<file path="src/rtl/walk_pkg.sv">
// walk_pkg: shared types, defaults and channel-index width helper for the walk request bank
package walk_pkg;
  localparam int N_CH_DEF = 4;
  localparam int WAIT_W_DEF = 8;
  localparam int URGENT_LIMIT_DEF = 200;
  typedef enum logic [1:0] {ST_IDLE, ST_OFFER, ST_SERVE} arb_state_e;
  function automatic int ch_w(input int n);
    return (n > 1) ? $clog2(n) : 1;
  endfunction
endpackage

</file>
<file path="src/rtl/walk_request_bank_if.sv">
// walk_request_bank_if: request/grant bus between the walk request bank (slave) and the light FSM (master)
interface walk_request_bank_if import walk_pkg::*; #(parameter int N_CH = N_CH_DEF);
  localparam int CH_W = ch_w(N_CH);
  logic [N_CH-1:0] wr_sync;
  logic [N_CH-1:0] wr_reset;
  logic [N_CH-1:0] wr;
  logic            grant_valid;
  logic [CH_W-1:0] grant_ch;
  logic            grant_urgent;
  logic            grant_ready;
  modport master (output wr_sync, wr_reset, grant_ready, input wr, grant_valid, grant_ch, grant_urgent);
  modport slave (input wr_sync, wr_reset, grant_ready, output wr, grant_valid, grant_ch, grant_urgent);
endinterface

</file>
<file path="src/rtl/walk_rr_arbiter.sv">
// walk_rr_arbiter: combinational round-robin pick, first set request after last_i with wrap
module walk_rr_arbiter import walk_pkg::*; #(
  parameter int N_CH = N_CH_DEF,
  parameter int CH_W = ch_w(N_CH)
) (
  input  logic [N_CH-1:0] req_i,
  input  logic [CH_W-1:0] last_i,
  output logic            found_o,
  output logic [CH_W-1:0] idx_o
);
  logic [CH_W-1:0] c;
  // scan farthest-first so the nearest candidate after last_i is written last and wins
  always_comb begin
    found_o = 1'b0;
    idx_o = '0;
    c = '0;
    for (int k = N_CH; k >= 1; k--) begin
      c = CH_W'((int'(last_i) + k) % N_CH);
      if (req_i[c]) begin
        found_o = 1'b1;
        idx_o = c;
      end
    end
  end
endmodule

</file>
<file path="src/rtl/walk_request_bank.sv">
// walk_request_bank: latched walk requests with round-robin grant to the light FSM; WALK_URGENT_EN adds wait-age urgency
module walk_request_bank import walk_pkg::*; #(
  parameter int N_CH = N_CH_DEF,
  parameter int WAIT_W = WAIT_W_DEF,
  parameter int URGENT_LIMIT = URGENT_LIMIT_DEF
) (
  input logic clock,
  input logic reset_sync,
  walk_request_bank_if.slave bus
);
  localparam int CH_W = ch_w(N_CH);
  logic [N_CH-1:0] prev_q, wr_q, wr_d, sel_req;
  arb_state_e state_q, state_d;
  logic [CH_W-1:0] last_q, last_d, ch_q, ch_d, pick;
  logic urg_q, urg_d, found, pick_urg, clr_g;
  assign clr_g = bus.wr_reset[ch_q];
  // buttons held through reset load prev, so they never look like a fresh edge
  always_ff @(posedge clock) prev_q <= bus.wr_sync;
  // a clear beats a same-cycle rising edge; the edge is simply lost
  always_comb wr_d = ~bus.wr_reset & (wr_q | (bus.wr_sync & ~prev_q));
`ifdef WALK_URGENT_EN
  logic [WAIT_W-1:0] wait_q [N_CH];
  logic [N_CH-1:0] urgent;
  // saturating age of each pending request, zeroed while the channel is idle
  always_ff @(posedge clock)
    for (int i = 0; i < N_CH; i++)
      wait_q[i] <= (reset_sync || !wr_q[i]) ? '0 : wait_q[i] + WAIT_W'(~&wait_q[i]);
  // only still-pending channels may count as urgent
  always_comb
    for (int i = 0; i < N_CH; i++)
      urgent[i] = wr_q[i] && (wait_q[i] >= WAIT_W'(URGENT_LIMIT));
  assign sel_req = |urgent ? urgent : wr_q;
  assign pick_urg = |urgent;
`else
  assign sel_req = wr_q;
  assign pick_urg = 1'b0;
`endif
  walk_rr_arbiter #(.N_CH(N_CH), .CH_W(CH_W)) u_rr (
    .req_i(sel_req),
    .last_i(last_q),
    .found_o(found),
    .idx_o(pick)
  );
  // offer/serve sequencing; a clear during OFFER withdraws without advancing the rotation
  always_comb begin
    state_d = state_q;
    ch_d = ch_q;
    urg_d = urg_q;
    last_d = last_q;
    if (state_q == ST_IDLE && found) begin
      state_d = ST_OFFER;
      ch_d = pick;
      urg_d = pick_urg;
    end
    if (state_q == ST_OFFER) state_d = clr_g ? ST_IDLE : bus.grant_ready ? ST_SERVE : ST_OFFER;
    if (state_q == ST_SERVE && clr_g) begin
      state_d = ST_IDLE;
      last_d = ch_q;
    end
  end
  // state registers
  always_ff @(posedge clock) begin
    if (reset_sync) begin
      wr_q <= '0;
      state_q <= ST_IDLE;
      ch_q <= '0;
      urg_q <= 1'b0;
      last_q <= CH_W'(N_CH - 1);
    end else begin
      wr_q <= wr_d;
      state_q <= state_d;
      ch_q <= ch_d;
      urg_q <= urg_d;
      last_q <= last_d;
    end
  end
  assign bus.wr = wr_q;
  assign bus.grant_valid = state_q == ST_OFFER;
  assign bus.grant_ch = ch_q;
  assign bus.grant_urgent = urg_q;
endmodule

</file>
<file path="src/flat_wrapper.sv">
// flat-port wrapper written by rule: the top's interface ports become plain ports
module walk_request_bank_flat import walk_pkg::*;
#(
  parameter int N_CH = N_CH_DEF,
  parameter int WAIT_W = WAIT_W_DEF,
  parameter int URGENT_LIMIT = URGENT_LIMIT_DEF
)
  (clock, reset_sync, bus_wr_sync, bus_wr_reset, bus_grant_ready, bus_wr, bus_grant_valid, bus_grant_ch, bus_grant_urgent);
  walk_request_bank_if #(.N_CH(N_CH)) bus_i ();
  input logic clock;
  input logic reset_sync;
  input wire logic [$bits(bus_i.wr_sync)-1:0] bus_wr_sync;
  input wire logic [$bits(bus_i.wr_reset)-1:0] bus_wr_reset;
  input wire logic [$bits(bus_i.grant_ready)-1:0] bus_grant_ready;
  output wire logic [$bits(bus_i.wr)-1:0] bus_wr;
  output wire logic [$bits(bus_i.grant_valid)-1:0] bus_grant_valid;
  output wire logic [$bits(bus_i.grant_ch)-1:0] bus_grant_ch;
  output wire logic [$bits(bus_i.grant_urgent)-1:0] bus_grant_urgent;
  assign bus_i.wr_sync = bus_wr_sync;
  assign bus_i.wr_reset = bus_wr_reset;
  assign bus_i.grant_ready = bus_grant_ready;
  assign bus_wr = bus_i.wr;
  assign bus_grant_valid = bus_i.grant_valid;
  assign bus_grant_ch = bus_i.grant_ch;
  assign bus_grant_urgent = bus_i.grant_urgent;
  walk_request_bank #(.N_CH(N_CH), .WAIT_W(WAIT_W), .URGENT_LIMIT(URGENT_LIMIT)) u_core (.clock(clock), .reset_sync(reset_sync), .bus(bus_i));
endmodule
</file>
<file path="config.mk">
export PLATFORM = sky130hd
export DESIGN_NAME = walk_request_bank_flat
export DESIGN_NICKNAME = d
export VERILOG_FILES = /design/src/rtl/walk_pkg.sv /design/src/rtl/walk_request_bank_if.sv /design/src/rtl/walk_rr_arbiter.sv /design/src/rtl/walk_request_bank.sv /design/src/flat_wrapper.sv
export SDC_FILE = /design/constraint.sdc
export NUM_CORES = 1
export LEC_CHECK = 0
export ABC_CLOCK_PERIOD_IN_PS = 1500
export BUFFER_PORTS_ARGS = -buffer_cell sky130_fd_sc_hd__buf_2
export CAP_MARGIN = 10
export CORE_MARGIN = 5
export CORE_UTILIZATION = 35
export DETAILED_ROUTE_END_ITERATION = 16
export GPL_ROUTABILITY_DRIVEN = 0
export HOLD_SLACK_MARGIN = 0.08
export PLACE_DENSITY = 0.64
export SLEW_MARGIN = 0
export SYNTH_ARGS = -nofsm -noshare
export SYNTH_HDL_FRONTEND = slang
export SYNTH_SLANG_ARGS = --single-unit
</file>
<file path="constraint.sdc">
create_clock -name clock -period 1.5 [get_ports clock]
set_clock_uncertainty 0.15 [all_clocks]
set_input_delay 0 -clock clock [delete_from_list [all_inputs] [get_ports clock]]
set_output_delay 0 -clock clock [all_outputs]
set_load 0.01 [all_outputs]
</file>
==> impl_metrics.tcl, run 1 <==
set metrics [dict create \
    dieWidth_um 50.9 \
    p_switching_uw 188 \
    wire_per_inst_um 13.5 \
    power_density_mw_per_mm2 847 \
    synthDistinctLibCells 21 \
    cts.path.max_buffers 2 \
    hpwl_um 1080 \
    boundaryPins 19 \
    grt_start_max_net_pins 13 \
    synthCells 66 \
    root_buffer "clkbuf_4" \
    timing.fmax_mhz 660 \
    final_common_cell "buf_2" \
    antenna_found_initial 0 \
    period_needed_ns 1.52 \
    layout-drive-gt1-share_pct 32.7 \
    cp_num_buf_inv 0 \
    drt-total-wl_um 1590 \
    finalHoldViolations 0 \
    core_mm2 0.00154 \
    slew_viol_final 0 \
    share_clk_of_total_power_pct 26.6 \
    tns_ns -0.0151 \
    violations "setup timing" \
    place_inst 101 \
    grt_pass1_wl_um 2520 \
    finalPower_uw 750 \
    cts_sinks 14 \
    via_count 589 \
    slowest_stage "mux4_2" \
    setup_ws_ns -0.0151 \
    drt_iter0_drc 16 \
    synth-edff-count 0 \
    setup_viol 1 \
    ir_drop_mv 0.514 \
    antennaDiodeCount 0 \
    ant_nets 0 \
    nFillCells 151 \
    p_comb_share_pct 18.7 \
    synthArstFlopShare_pct 0 \
    crit_chain "mux4_2, nand3b_4, nor2_2, a211o_1" \
    crit_required_ns 1.52 \
    die_area_mm2 0.00259 \
    ys_warn_count 0 \
    vias_per_cell 5.03 \
    clk_pin_slew_ns 0.07 \
    cp_max_fo 3 \
    critPathKind "flop to flop" \
    area_growth_pct 51.6 \
    post-cts-setup-buffers 0 \
    start_util_pct 37.9 \
    insertion_delay_ns 0.27 \
    p_seq_share_pct 54.8 \
    status "complete, but fails checks" \
    nNetsFinal 114 \
    grt_use_total_pct 13.2 \
    std_cell_rows 14 \
    end_kind "flop" \
    min_period_over_period_pct 101 \
    intPower_uw 562 \
    yosysSeqAreaShare_pct 48.0 \
    grt_pass1_vias 539 \
    fin_area_um2 886 \
    cp_top_family "multiplexers" \
    fp.dieH_um 50.9 \
    syn_avg_cell_area_um2 8.85 \
    leakage_nw 0.416 \
    cts_buffers 3 \
    io_buffer_count 17 \
    final_cells 117 \
    cpPeakStageDelay_ns 0.55 \
    synth_nets 77 \
    h-tree-depth 1 \
    switching_share_pct 25.0 \
    synth_area_um2 584 \
    grt-ovfl-total 0 \
    hold_class "input port to flop" \
    synthFlopType "dfxtp_1" \
    final_cell_mix "17 x buf_2, 13 x dlygate4sd3_1, 11 x a21oi_1, 11 x dfxtp_1, 8 x inv_1" \
    final_util_pct 57.5 \
    synth-seq-cells 14 \
    drc 0 \
    cap_violations 0 \
    cts_tree "yes" \
    dpl_cell_area_um2 709 \
    rsz0062_at_grt "yes" \
    arrival_ns 1.53 \
    dr.pass1.iters 4 \
    worstSetupStartpointType "flop" \
]
==> synthesized netlist by cell type (2+ instances only) <==
cell type  instances  area [µm²]
dfxtp_1           14         280
a21oi_1           11        55.1
inv_1              8        30.0
nor2_1             6        22.5
nor3_1             6        30.0
a211o_1            3        26.3
o21ai_0            3        15.0
nand2_1            2        7.51
==> registers in the layout, indices dropped and copies added (netlist names) <==
register,count
u_core.state_q,2
u_core.prev_q,4
u_core.last_q,2
u_core.bus.wr,4
u_core.bus.grant_ch,2
==> logic make-up after synthesis <==
family	synth area share, %
other	0.642
buffers and inverters	7.07
DFF	48.0
AOI/OAI and AO/OA	21.6
and+or+nand+nor	17.1
muxes	5.57
==> worst reg2reg max path, stage by stage (launching register included) <==
cell and delay (ns):
dfxtp_2 0.35, mux4_2 0.55, nand3b_4 0.11, nor2_2 0.04, a211o_1 0.22
==> power groups by stage <==
stage	registers [mW]	logic, mW	clock network, mW
6_report	0.411	0.140	0.199
3_3_place_gp	0.417	0.110	0
5_1_grt	0.414	0.153	0.233
4_1_cts	0.410	0.136	0.212
2_1_floorplan	0.419	0.0630	0
3_5_place_dp	0.418	0.113	0
==> metrics by stage <==
step	hold WS [ns]	worst slack, ns
3_5_place_dp	-0.0315	-0.0108
4_1_cts	0.154	-0.0183
6_report	0.164	-0.0151
2_1_floorplan	-0.122	-0.0279
5_1_grt	0.190	-0.0535
3_3_place_gp	-0.0348	0.0249
==> per-layer routing <==
metal	global-route usage [%]	wire length (µm)	vias up
li1	-	-	299
met1	15.7	649	274
met2	21.1	808	14
met3	6.40	108	2
met4	3.83	19	0
met5	0	0	-
==> final timing paths <==
| path | start | endpoint | slack (ns) | cells past startpoint |
|---|---|---|---|---|
| setup / recovery | u_core.bus.grant_ch[0] | u_core.last_q[0] | -0.02 | 4 |
| hold / removal | bus_wr_reset[0] | u_core.state_q[0] | 0.16 | 4 |
| setup reg to reg | u_core.bus.grant_ch[0] | u_core.last_q[0] | -0.02 | 4 |
| hold reg to reg | u_core.last_q[0] | u_core.last_q[0] | 0.40 | 1 |
==> layout make-up <==
type	count	area [µm²]	share of cell area, %
multi-input cells	42	280	31.6
clock buffers	3	22.5	2.54
flip-flops and latches	14	284	32.1
well taps	16	20.0	2.26
inverters	8	30.0	3.39
repair buffers	34	249	28.1
==> repair_timing <==
| item | in CTS | in global routing |
|---|---|---|
| resized for setup | 1 | 6 |
| pin swaps | 0 | 3 |
| setup endpoints to repair | 1 | 5 |
| endpoints found under the hold margin | 14 | 0 |
| hold buffers | 13 | 0 |
| cloned | 0 | 0 |
No activity file was read; power rests on OpenSTA's default activity.
==> run 2: changes to the inputs <==
Settings changed: RECOVER_POWER set to 100.
==> run 2 against run 1 <==
Against the previous run: the run still ends with setup timing left; sequential cell count unchanged; via count fell by 1.2%; non-clock buffer count unchanged; final area down 1.1%; sequential share of layout area is 0.081 points higher; worst setup slack better by 0.00058 ns; final cell count did not move; highest routed layer unchanged.
==> impl_metrics.tcl, run 2 (same netlist as run 1, synthesis figures left out) <==
set metrics [dict create \
    critPathKind "flop to flop" \
    period_needed_ns 1.51 \
    start_util_pct 37.9 \
    status "complete, but fails checks" \
    vias_per_cell 4.97 \
    area_growth_pct 49.9 \
    leakage_nw 0.395 \
    cp_top_family "multiplexers" \
    grt_use_total_pct 13.2 \
    grt_pass1_vias 539 \
    grtUsageMet2_pct 21.1 \
    root_buffer "clkbuf_4" \
    power_density_mw_per_mm2 852 \
    dieWidth_um 50.9 \
    grt_pass1_wl_um 2520 \
    finalPower_uw 746 \
    via_count 582 \
    h-tree-depth 1 \
    grt_start_max_net_pins 13 \
    grt_util_met3_pct 6.40 \
    cts_tree "yes" \
    cap_violations 0 \
    tns_ns -0.0145 \
    cts_sinks 14 \
    drt_iter0_drc 15 \
    clk_pin_slew_ns 0.07 \
    die_area_mm2 0.00259 \
    drc 0 \
    place_inst 101 \
    hold_start "bus_wr_reset[0]" \
    io_buffer_count 17 \
    crit_required_ns 1.52 \
    cp_max_fo 3 \
    ant_nets 0 \
    fp.dieH_um 50.9 \
    arrival_ns 1.53 \
    crit_chain "mux4_2, nand3b_4, nor2_2, a211o_1" \
    wire_per_inst_um 13.5 \
    crit_start "u_core.bus.grant_ch[0]" \
    boundaryPins 19 \
    cts.path.max_buffers 2 \
    grt.met1_usage_pct 15.7 \
    dr.pass1.iters 4 \
    cts_buffers 3 \
    rsz0062_at_grt "yes" \
    timing.fmax_mhz 660 \
    grt-ovfl-total 0 \
    hpwl_um 1080 \
    cpPeakStageDelay_ns 0.55 \
    hold_class "input port to flop" \
    violations "setup timing" \
    final_cells 117 \
    layout-drive-gt1-share_pct 24.8 \
    core_mm2 0.00154 \
    setup_ws_ns -0.0145 \
    std_cell_rows 14 \
    cp_num_buf_inv 0 \
    busiest_layer "met2" \
    min_period_over_period_pct 101 \
    end_kind "flop" \
    nNetsFinal 114 \
    finalHoldViolations 0 \
    worstSetupStartpointType "flop" \
    setup_viol 1 \
    insertion_delay_ns 0.27 \
    final_cell_mix "13 x dlygate4sd3_1, 13 x dfxtp_1, 11 x a21oi_1" \
    antenna_found_initial 0 \
    slowest_stage "mux4_2" \
    slew_viol_final 0 \
    antennaDiodeCount 0 \
    ir_drop_mv 0.512 \
    drt-total-wl_um 1580 \
    reg2reg_from "u_core.bus.grant_ch[0]" \
]
## run 2: changes by cell type in the layout (fill, tap and decap cells not counted), sizes merged
cell,change
buf,-7
clkbuf,+7
## run 2: path summary, 6_finish.rpt
| check | endpoint | slack, ns | depth (start not counted) |
|---|---|---|---|
| worst max-delay path | u_core.last_q[0] | -0.01 | 4 |
| worst min-delay path | u_core.state_q[0] | 0.16 | 4 |
| worst min register to register | u_core.last_q[0] | 0.39 | 1 |
| worst max register to register | u_core.last_q[0] | -0.01 | 4 |
## run 2: routing by layer
metal  share of wire (%)  vias up
met5                   0        -
li1                    -      299
met3                 6.8        2
met2                  51       14
met4                 1.2        0
met1                  41      267
## run 2: worst reg2reg max path: stages (launching register included)
cell and delay (ns):
dfxtp_2 0.34, mux4_2 0.55, nand3b_4 0.11, nor2_2 0.04
a211o_1 0.22
## run 2: what timing repair did
item / in CTS / in global routing
pin swaps: 0 / 3
resized for setup: 1 / 6
endpoints found under the setup margin: 1 / 5
hold buffers: 13 / 0
setup buffers: 0 / 0
hold endpoints to repair: 14 / 0
cloned: 0 / 0
## run 2: layout make-up
class / instances / area, µm²
fill: 153 / 666
sequential: 14 / 282
multi-input combinational: 42 / 280
timing repair buffer: 34 / 241
inverter: 8 / 30.0
clock buffer: 3 / 22.5
tap: 16 / 20.0
## run 2: power by group
| part | switching, mW | internal, mW | total (mW) | leakage (nW) |
|---|---|---|---|---|
| logic | 0.0625 | 0.0752 | 0.138 | 0.265 |
| registers | 0.0190 | 0.391 | 0.410 | 0.116 |
| clock network | 0.106 | 0.0929 | 0.199 | 0.0138 |
| total | 0.187 | 0.559 | 0.746 | 0.395 |
## run 2: through the flow
stage | instance area [µm²] | hold slack, ns | utilization [%] | setup slack (ns)
floorplan | 586 | -0.122 | - | -0.0279
CTS | 865 | 0.154 | 56.1 | -0.0183
finish | 876 | 0.164 | 56.8 | -0.0145
detailed placement | 709 | -0.0315 | 46.0 | -0.0108
global route | 876 | 0.190 | 56.8 | -0.0535
global placement | 709 | -0.0348 | 46.0 | 0.0249
==> run 3: changes to the inputs <==
Settings changed: ABC_CLOCK_PERIOD_IN_PS 1500 to 1750, PLACE_DENSITY 0.64 to 0.62.
Clock period 1.5 ns to 1.75 ns, I/O delays scaled along.
==> run 3 against run 2 <==
Against the previous run: the flow now finishes without violations; largest power group unchanged; total power down 7.6%; largest cell class unchanged; sequential power fell by 14%; utilization shrank 2.3 points; sequential cell count unchanged; clock-buffer cell count is 1 higher; final area is 4.0% lower.
==> impl_metrics.tcl, run 3 (same netlist as run 1, synthesis figures left out) <==
set metrics [dict create \
    power_density_mw_per_mm2 820 \
    via_count 565 \
    cp_max_fo 4 \
    wire_per_inst_um 13.3 \
    critPathKind "flop to flop" \
    ir_drop_mv 0.488 \
    dieWidth_um 50.9 \
    crit_required_ns 1.79 \
    root_buffer "clkbuf_4" \
    p_switching_uw 171 \
    cts.path.max_buffers 2 \
    dr.pass1.iters 4 \
    cts_buffers 3 \
    switching_share_pct 24.8 \
    grt_start_max_net_pins 13 \
    setup_viol 0 \
    crit_start "u_core.bus.grant_ch[0]" \
    slew_viol_final 0 \
    grt-ovfl-total 0 \
    end_kind "flop" \
    insertion_delay_ns 0.29 \
    fp.dieH_um 50.9 \
    antenna_found_initial 0 \
    p_seq_share_pct 50.9 \
    nNetsFinal 111 \
    grt_pass1_wl_um 2500 \
    period_needed_ns 1.60 \
    clk_pin_slew_ns 0.08 \
    arrival_ns 1.64 \
    finalPower_uw 690 \
    cap_violations 0 \
    boundaryPins 19 \
    die_area_mm2 0.00259 \
    vias_per_cell 4.91 \
    hpwl_um 956 \
    tns_ns 0 \
    drt_iter0_drc 20 \
    core_mm2 0.00154 \
    rsz0062_at_grt "no" \
    p_comb_share_pct 15.2 \
    status "complete, no violations" \
    final_cell_mix "14 x dlygate4sd3_1, 14 x dfxtp_1, 11 x a21oi_1, 11 x clkbuf_1, 8 x inv_1" \
    worstSetupStartpointType "flop" \
    cts_sinks 14 \
    start_util_pct 37.9 \
    share_clk_of_total_power_pct 33.9 \
    min_period_over_period_pct 91.5 \
    h-tree-depth 1 \
    cts_tree "yes" \
    io_buffer_count 17 \
    post-cts-setup-buffers 0 \
    std_cell_rows 14 \
    antennaDiodeCount 0 \
    finalHoldViolations 0 \
    layout-drive-gt1-share_pct 12.1 \
    grt_pass1_vias 551 \
    intPower_uw 518 \
    timing.fmax_mhz 624 \
    drt-total-wl_um 1530 \
    leakage_nw 0.362 \
    hold_start "bus_wr_sync[0]" \
    area_growth_pct 43.9 \
    ant_nets 0 \
    reg2reg_from "u_core.bus.grant_ch[0]" \
    hold_class "input port to flop" \
    reg2reg_depth 4 \
    drc 0 \
    min_path_cells 2 \
    grt_use_total_pct 13.6 \
]
==> run 3: per-stage QoR <==
step                area, µm²  worst slack, ns  std cells  hold slack [ns]  util, %
floorplan                 584            0.129         66           -0.122        -
CTS                       855            0.147        115            0.192     55.4
detailed placement        678            0.153         97          -0.0301     44.0
global route              841           0.0968        115            0.214     54.5
finish                    841            0.149        115            0.216     54.5
global placement          678            0.182         97          -0.0331     44.0
==> run 3: cell type report <==
class	count	area [µm²]
fill	159	701
sequential	14	280
clock buffer	4	36.3
multi-input combinational	42	263
inverter	8	30.0
timing repair buffer	31	211
tap	16	20.0
==> run 3: per-layer routing <==
layer | part of all wire [%] | wire length [µm] | global-route usage [%] | up-vias
met5 | 0 | 0 | 0 | -
met4 | 2.9 | 45 | 8.94 | 0
met3 | 8.4 | 128 | 7.27 | 5
met2 | 49 | 747 | 21.9 | 15
met1 | 40 | 606 | 13.3 | 252
li1 | - | - | - | 293
==> run 3: worst max-delay path, stage by stage (launching register included) <==
cell	delay, ns
dfxtp_1	0.37
mux4_2	0.57
nand3b_4	0.12
nor2_1	0.05
a211o_1	0.25
==> run 3: path summary, 6_finish.rpt <==
path,to,slack [ns]
min reg2reg,u_core.last_q[0],0.38
max,u_core.last_q[0],0.15
min,u_core.prev_q[0],0.22
max reg2reg,u_core.last_q[0],0.15
==> run 3: power by group through the flow <==
stage	sequential (mW)	clock [mW]	combinational, mW
6_report	0.351	0.234	0.105
5_1_grt	0.354	0.261	0.117
4_1_cts	0.351	0.245	0.108
3_5_place_dp	0.359	0	0.0859
3_3_place_gp	0.358	0	0.0852
2_1_floorplan	0.359	0	0.0539
==> run 3: repair_timing <==
| action | 4_1_cts | 5_1_grt |
|---|---|---|
| hold buffers | 14 | 0 |
| hold endpoints to repair | 14 | 0 |
| gates resized for setup | 0 | 0 |
